--- src/rtl/cpu_debug_ctrl.sv ---
// Run-control and display front end for the multicycle CPU.
// Produces a single-cycle CPU clock enable (run / pause / single-step),
// debounces the three board keys and muxes a debug channel onto the display.
module cpu_debug_ctrl #(
  parameter int DW        = 16,
  parameter int NCH       = 4,
  parameter int DIV_WIDTH = 23,
  parameter int DB_CYCLES = 1000000
) (
  input  logic                    clk,
  input  logic                    rst,
  input  logic                    key_mode_n,
  input  logic                    key_step_n,
  input  logic                    key_sel_n,
  input  logic [NCH*DW-1:0]       ch_data,
  output logic                    cpu_ce,
  output logic                    running,
  output logic                    heartbeat,
  output logic [$clog2(NCH)-1:0]  disp_sel,
  output logic [DW-1:0]           disp_data,
  output logic [15:0]             step_count
);

  localparam int SW = $clog2(NCH);
  localparam int CW = $clog2(DB_CYCLES);
  localparam logic [CW-1:0] DB_LAST  = CW'(DB_CYCLES - 1);
  localparam logic [SW-1:0] SEL_LAST = SW'(NCH - 1);

  typedef enum logic [1:0] {S_RUN, S_PAUSE, S_STEP} state_t;

  // Key bit order: 0 = mode, 1 = step, 2 = select.
  logic [2:0]    key_raw;
  logic [2:0]    sync_p0, sync_p1;
  logic [2:0]    deb, deb_d;
  logic [2:0]    press;
  logic [CW-1:0] db_cnt [3];

  state_t               state, state_nxt;
  logic [DIV_WIDTH-1:0] div, div_nxt;
  logic [DW-1:0]        ch [NCH];

  assign key_raw = {key_sel_n, key_step_n, key_mode_n};

  // Split the flat channel bus into one word per channel.
  always_comb begin
    for (int k = 0; k < NCH; k++) begin
      ch[k] = ch_data[k*DW +: DW];
    end
  end

  // Key conditioning: two-flop synchronizer, stable-count debounce, falling-edge press pulse.
  always_ff @(posedge clk) begin
    if (rst) begin
      sync_p0 <= '1;
      sync_p1 <= '1;
      deb     <= '1;
      deb_d   <= '1;
      press   <= '0;
      for (int k = 0; k < 3; k++) begin
        db_cnt[k] <= '0;
      end
    end else begin
      sync_p0 <= key_raw;
      sync_p1 <= sync_p0;
      deb_d   <= deb;
      press   <= deb_d & ~deb;
      for (int k = 0; k < 3; k++) begin
        if (sync_p1[k] == deb[k]) begin
          db_cnt[k] <= '0;
        end else if (db_cnt[k] == DB_LAST) begin
          deb[k]    <= sync_p1[k];
          db_cnt[k] <= '0;
        end else begin
          db_cnt[k] <= db_cnt[k] + CW'(1);
        end
      end
    end
  end

  // Next-state logic; the divider only counts while running and is zero otherwise.
  always_comb begin
    state_nxt = state;
    div_nxt   = '0;
    case (state)
      S_RUN: begin
        if (press[0]) state_nxt = S_PAUSE;
        else          div_nxt   = div + DIV_WIDTH'(1);
      end
      S_PAUSE: begin
        // Mode beats step when both arrive together.
        if (press[0])      state_nxt = S_RUN;
        else if (press[1]) state_nxt = S_STEP;
      end
      S_STEP:  state_nxt = S_PAUSE;
      default: state_nxt = S_RUN;
    endcase
  end

  // Run-control state and divider registers.
  always_ff @(posedge clk) begin
    if (rst) begin
      state <= S_RUN;
      div   <= '0;
    end else begin
      state <= state_nxt;
      div   <= div_nxt;
    end
  end

  // A run tick is decided from registered state, so a same-cycle pause cannot cancel it.
  assign cpu_ce  = (state == S_STEP) || ((state == S_RUN) && (&div));
  assign running = (state == S_RUN);

  // Heartbeat and pulse counter follow every issued clock enable.
  always_ff @(posedge clk) begin
    if (rst) begin
      heartbeat  <= 1'b0;
      step_count <= '0;
    end else if (cpu_ce) begin
      heartbeat  <= ~heartbeat;
      step_count <= step_count + 16'd1;
    end
  end

  // Display channel selection, active in every run-control state.
  always_ff @(posedge clk) begin
    if (rst) begin
      disp_sel <= '0;
    end else if (press[2]) begin
      disp_sel <= (disp_sel == SEL_LAST) ? '0 : disp_sel + SW'(1);
    end
  end

  // Registered display word, one cycle behind both channel data and selection.
  always_ff @(posedge clk) begin
    if (rst) disp_data <= '0;
    else     disp_data <= ch[disp_sel];
  end

endmodule
--- config.mk ---
export PLATFORM = sky130hd
export DESIGN_NAME = cpu_debug_ctrl
export DESIGN_NICKNAME = d
export VERILOG_FILES = /design/src/rtl/cpu_debug_ctrl.sv
export SDC_FILE = /design/constraint.sdc
export NUM_CORES = 1
export LEC_CHECK = 0
export ABC_AREA = 1
export ABC_CLOCK_PERIOD_IN_PS = 2600
export CAP_MARGIN = 30
export CORE_UTILIZATION = 57
export DETAILED_ROUTE_END_ITERATION = 8
export DONT_BUFFER_PORTS = 1
export PLACE_DENSITY = 0.7
export SLEW_MARGIN = 20
export SYNTH_ARGS = -nofsm -noshare
export SYNTH_HDL_FRONTEND = slang
export SYNTH_SLANG_ARGS = --single-unit
export TNS_END_PERCENT = 10
--- constraint.sdc ---
create_clock -name clk -period 2.6 [get_ports clk]
set_input_delay 0.13 -clock clk [delete_from_list [all_inputs] [get_ports clk]]
set_output_delay 0.13 -clock clk [all_outputs]
set_load 0.01 [all_outputs]
=== Word-level counts from Yosys, hierarchy flattened ===
Memory sizes are Yosys's and may differ from the RTL's.
Index checks and enable logic that the tools add are counted.

* Bits in latches: 0
* Memories kept: 1
* Bits in read-only memories: 0
* Word-level logic and storage cells: 110
* Flip-flop bits (word level): 75
* Bits in writable memories: 60

{| class="wikitable"
|+ Memories
! memory !! depth !! width !! read ports !! clocked after memory_dff !! write ports !! line !! source
|-
| db_cnt || 3 || 20 || 3 || 0 || 3 || 36 || <nowiki>logic [CW-1:0] db_cnt [3];</nowiki>
|}

* Bitwise logic cells: 17
* Eq/ne operators: 11
* Multipliers: 0
* Muxes and demuxes: 52
* $lt $le $gt $ge: 1
* Div/mod/pow operators: 0
* $add $sub $neg: 6
* Reductions and logical operators: 9
* Shift operators: 0

{| class="wikitable"
|+ Operators with widths
! kind !! count
|-
| $mux W20 || 9
|-
| $add A20 B1 Y20 const B || 3
|-
| $eq A20 B20 Y1 const B || 3
|-
| $mux W1 || 35
|-
| $bmux W16 S2 || 1
|-
| $mux W16 || 2
|-
| $add A23 B1 Y23 const B || 1
|-
| $reduce_and A23 Y1 || 1
|-
| $add A16 B1 Y16 const B || 1
|-
| $or A1 B1 Y1 || 9
|-
| $mux W2 || 4
|-
| $reduce_and A2 Y1 || 4
|-
| $pmux W2 S3 || 1
|-
| $not A1 Y1 || 5
|-
| $eq A2 B2 Y1 const B || 2
|-
| $and A3 B3 Y3 || 1
|-
| $eq A1 B1 Y1 || 3
|-
| $ge A3 B3 Y1 const B || 1
|-
| $ne A3 B3 Y1 const B || 1
|-
| $not A2 Y3 || 1
|-
| $not A3 Y3 || 1
|-
| $reduce_or A3 Y1 || 1
|-
| $add A2 B1 Y2 const B || 1
|-
| $eq A2 B1 Y1 const B || 1
|-
| 4 further kinds || 4
|}

=== Depth between registers and ports, before layout ===
* Word-level depth: 7
* Depth in mapped cells: 10

=== Worst setup path before layout ===
No wires, ideal clock.

* Kind: register to register
* From: memory db_cnt[0][0] (netlist bit)
* To: memory db_cnt[0][12] (netlist bit), data pin
* Data arrival time: 1.395 ns
* Period minus slack after synthesis: 1.651 ns
* Buffers on the path: 1
* Required time: 2.343 ns
* Path slack: 0.949 ns
* Stages on the path, launching flop included: 8
* Path through: edfxtp_1 -> ha_1 -> nand3_1 -> nor3_1 -> nand3_1 -> nand2_2 -> buf_2 -> nor2_1

{| class="wikitable"
|+ RTL lines
! item !! line
|-
| start, declared || 36
|}

=== Final worst setup path ===
* From: register disp_sel[1]
* To: register disp_data[9]

* Longest elaborated chain between the ends: 4

{| class="wikitable"
|+ RTL lines
! item !! line !! source
|-
| start, declared || 19 || <nowiki>output logic [$clog2(NCH)-1:0] disp_sel,</nowiki>
|-
| start signal, assigned || 130 || <nowiki>disp_sel <= (disp_sel == SEL_LAST) ? '0 : disp_sel + SW'(1);</nowiki>
|-
| $not A2 Y3 (not written as such) || 137 || <nowiki>else disp_data <= ch[disp_sel];</nowiki>
|-
| $bmux W16 S2 || 137 ||
|-
| $mux W16 (not written as such) (2 in a row) || 137 ||
|-
| end signal, assigned || 137 ||
|-
| end, declared || 20 || <nowiki>output logic [DW-1:0] disp_data,</nowiki>
|}

No other way between the ends. The select of a mux whose other input is x is not followed.
A chain may end at the register's enable or synchronous reset.

==> run_results.csv <==
group,metric,value,unit
final_layout,diodes,0,
die,dieHeight,114,um
final_layout,layout.cells.most_common,"nor2_1",
grt,grt_pass1_vias,5861,
setup_path,r2r-end,"disp_data[9]",
yosys,synth_top_cell_by_area,"edfxtp_1",
die,io_pins,106,
die,die_x,114,um
setup_path,critPathLaunch,"disp_sel[1]",
route,routed_wirelength,16.5,mm
yosys,syn_area,7150,sq um
timing,final.period_utilization,97.1,%
place,dp_hpwl,10.4,mm
setup_path,cp_slowest_cell,"dlygate4sd3_1",
grt,grt_start_max_net_pins,43,
route,drt_iter0_markers,530,
cts,cts_tree,"done",
cts,cts-root-buf,"clkbuf_16",
final_layout,layout.nets,1126,
route,firstDrtPassIters,8,
yosys,avgSynthCellArea,7.61,sq um
grt,antenna_found_initial,0,
setup_path,worstSetupStartpointType,"flop",
cts,cts.sinks,135,
final_layout,fin_cells,1232,
timing,fin_crit,2520,ps
cts,clock_latency,420,ps
die,core_area,12100,sq um
grt,grt_pass1_wl,26.2,mm
setup_path,cp_max_fo,19,
pwr,power_frac_seq,48.6,%
hold_path,whs_endpoint,"deb_d[0]",
pwr,peakVddDrop,0.000568,V
timing,finalHoldViolCount,0,
pwr,p_sw_share,21.3,%
grt,grt_remaining_overflow,0,
hold_path,hp-class,"primary input to flop",
grt,grt_use_total,25.4,%
yosys,yosysSeqAreaShare,46.2,%
timing,slew_viol_final,0,
setup_path,worst_setup_path_end_kind,"flop",
place,gp_congestion,0.844,
cts,h-tree-depth,4,
final_layout,drive_above_1_share,8.46,%
route,detail-route-antenna-nets,0,
yosys,synthTopCellsByArea,"edfxtp_1 25%, dfxtp_1 21%, nor2_1 11%",
cts,numCtsBuffers,17,
timing,finalSetupViolations,0,
hold_path,worstHoldStart,"rst",
setup_path,worstPathArrival,2890,ps
final_layout,syn_to_final_growth,20.3,%
cts,clkTransAtPathRegs,60,ps
cts,cts_buffer_depth,2,
yosys,synthCells,939,
setup_path,reg2reg_from,"disp_sel[1]",
yosys,yosys.cell_types.count,36,
route,detail_route.wl_per_cell,13.4,um
pwr,powerDensity,560,nW/um^2
route,num_vias,6379,
yosys,synth_top_area_share,25.2,%
timing,fin_worst_skew,8.50,ps
setup_path,worst_path_largest_cell_delay,600,ps
setup_path,cp_cell_sequence,"buf_6, clkinvlp_4, nor2_1, o21ai_0, dlygate4sd3_1, a21oi_1, dlygate4sd3_1",
route,drc,0,
pwr,clock_power_share,46.8,%
setup_path,crit_top_cell,"dlygate4sd3_1",
timing,tns,0,ps
die,rows,40,
place,numPortBuffers,0,
flow_run,max_cap_viol_count,0,
pwr,combPwrFrac,4.6,%
yosys,synth_seq_cells,135,
pwr,leakage,3.27,nW
yosys,yosys_warnings,0,
final_layout,final_cell_mix,"207 x nor2_1, 153 x nand2_1, 80 x inv_1",
hold_path,hold_depth,2,
timing,rsz0062_at_grt,"false",
pwr,p_int,3.79,mW
die,floorplan.initialDensity,59.0,%
setup_path,rr_worst_depth,7,
route,via_per_inst,5.18,
pwr,power_switching,1.02,mW
place,placedCellCount,1148,
setup_path,critical_path_class,"flop to flop",
die,die_area,13000,sq um
setup_path,r2r_slack,80,ps
setup_path,cp.required,2960,ps
run_status,status,"completed",
timing,max_clock_freq,396,MHz
==> synthesized netlist by cell type (all sizes together) <==
library cell / number
a21oi: 71
o211ai: 1
clkinv: 1
nor2: 214
dfxtp: 75
xnor2: 15
nand4: 23
nand3b: 7
clkbuf: 14
xor2: 26
nor3: 23
o21ai: 48
a31oi: 1
conb: 1
edfxtp: 60
inv: 83
nor3b: 3
or2: 14
buf: 12
nand2: 168
o21bai: 2
ha: 6
o21a: 1
and3: 1
nand3: 69
==> metrics by stage <==
| step | setup slack (ps) | hold slack (ps) | cell area, sq um | power, mW | utilization, % |
|---|---|---|---|---|---|
| after floorplan | 949 | 234 | 7370 | 2.50 | - |
| after global placement | 659 | 204 | 7510 | 2.52 | 62.0 |
| after detailed placement | 591 | 206 | 7510 | 2.52 | 62.0 |
| after CTS | 14.7 | 39.9 | 8560 | 4.82 | 70.6 |
| after global routing | 8.50 | 56.3 | 8600 | 4.97 | 71.0 |
| final | 75.3 | 49.1 | 8600 | 4.81 | 71.0 |
==> power by group through the flow <==
stage	Clock (mW)	Combinational (mW)	Sequential (mW)
floorplan	0	0.132	2.36
global placement	0	0.143	2.38
detailed placement	0	0.145	2.38
CTS	2.28	0.207	2.34
global route	2.37	0.249	2.34
finish	2.25	0.222	2.34
==> state kept, by name, summed over array words and instances, names as in the netlist <==
register and count:
sync_p0 3, div 23, disp_sel 2, heartbeat 1, state 2, sync_p1 3, deb_d 3, press 3
deb 3, step_count 16, db_cnt 60, disp_data 16
==> metal layers <==
| layer | share of wire (%) | GRT usage, % | up-vias |
|---|---|---|---|
| li1 | - | - | 3252 |
| met1 | 44 | 31.6 | 2868 |
| met2 | 47 | 42.2 | 210 |
| met3 | 5.7 | 6.70 | 49 |
| met4 | 3.0 | 10.2 | 0 |
| met5 | 0 | 0 | - |
==> cell families after synthesis <==
kind of cell	synth area share, %
other	0.0525
AND/OR/NAND/NOR	32.2
AO/OA/AOI/OAI	9.32
XOR/XNOR	5.03
buffers and inverters	6.15
flip-flops	46.2
adder cells (fa/ha/maj)	1.05
==> worst max path at each step <==
| stage | end | cells after the start |
|---|---|---|
| final | disp_data[9] | 7 |
| after floorplan | db_cnt[0][12] | 7 |
| after global placement | db_cnt[1][12] | 7 |
| after CTS | disp_data[3] | 7 |
| after detailed placement | db_cnt[1][4] | 7 |
| after global routing | disp_data[5] | 7 |
==> worst max-delay path: cells and delay by family, from the launching register on <==
kind	cells	cell delay, ps
simple gates	1	190
buf+inv	4	1660
flops	1	320
compound gates	2	280
==> timing repair <==
item	CTS	global route
hold buffers	48	0
hold endpoints to repair	44	0
setup buffers	0	4
setup endpoints to repair	0	8
resized for setup	0	4
==> layout make-up <==
class / instances / area (sq um)
Inverter: 84 / 319
Clock inverter: 4 / 45.0
Timing Repair Buffer: 60 / 588
Tap cell: 168 / 210
Sequential cell: 135 / 3300
Multi-Input combinational cell: 753 / 3620
Fill cell: 963 / 3510
Clock buffer: 28 / 507
(Power assumes the default switching activity.)
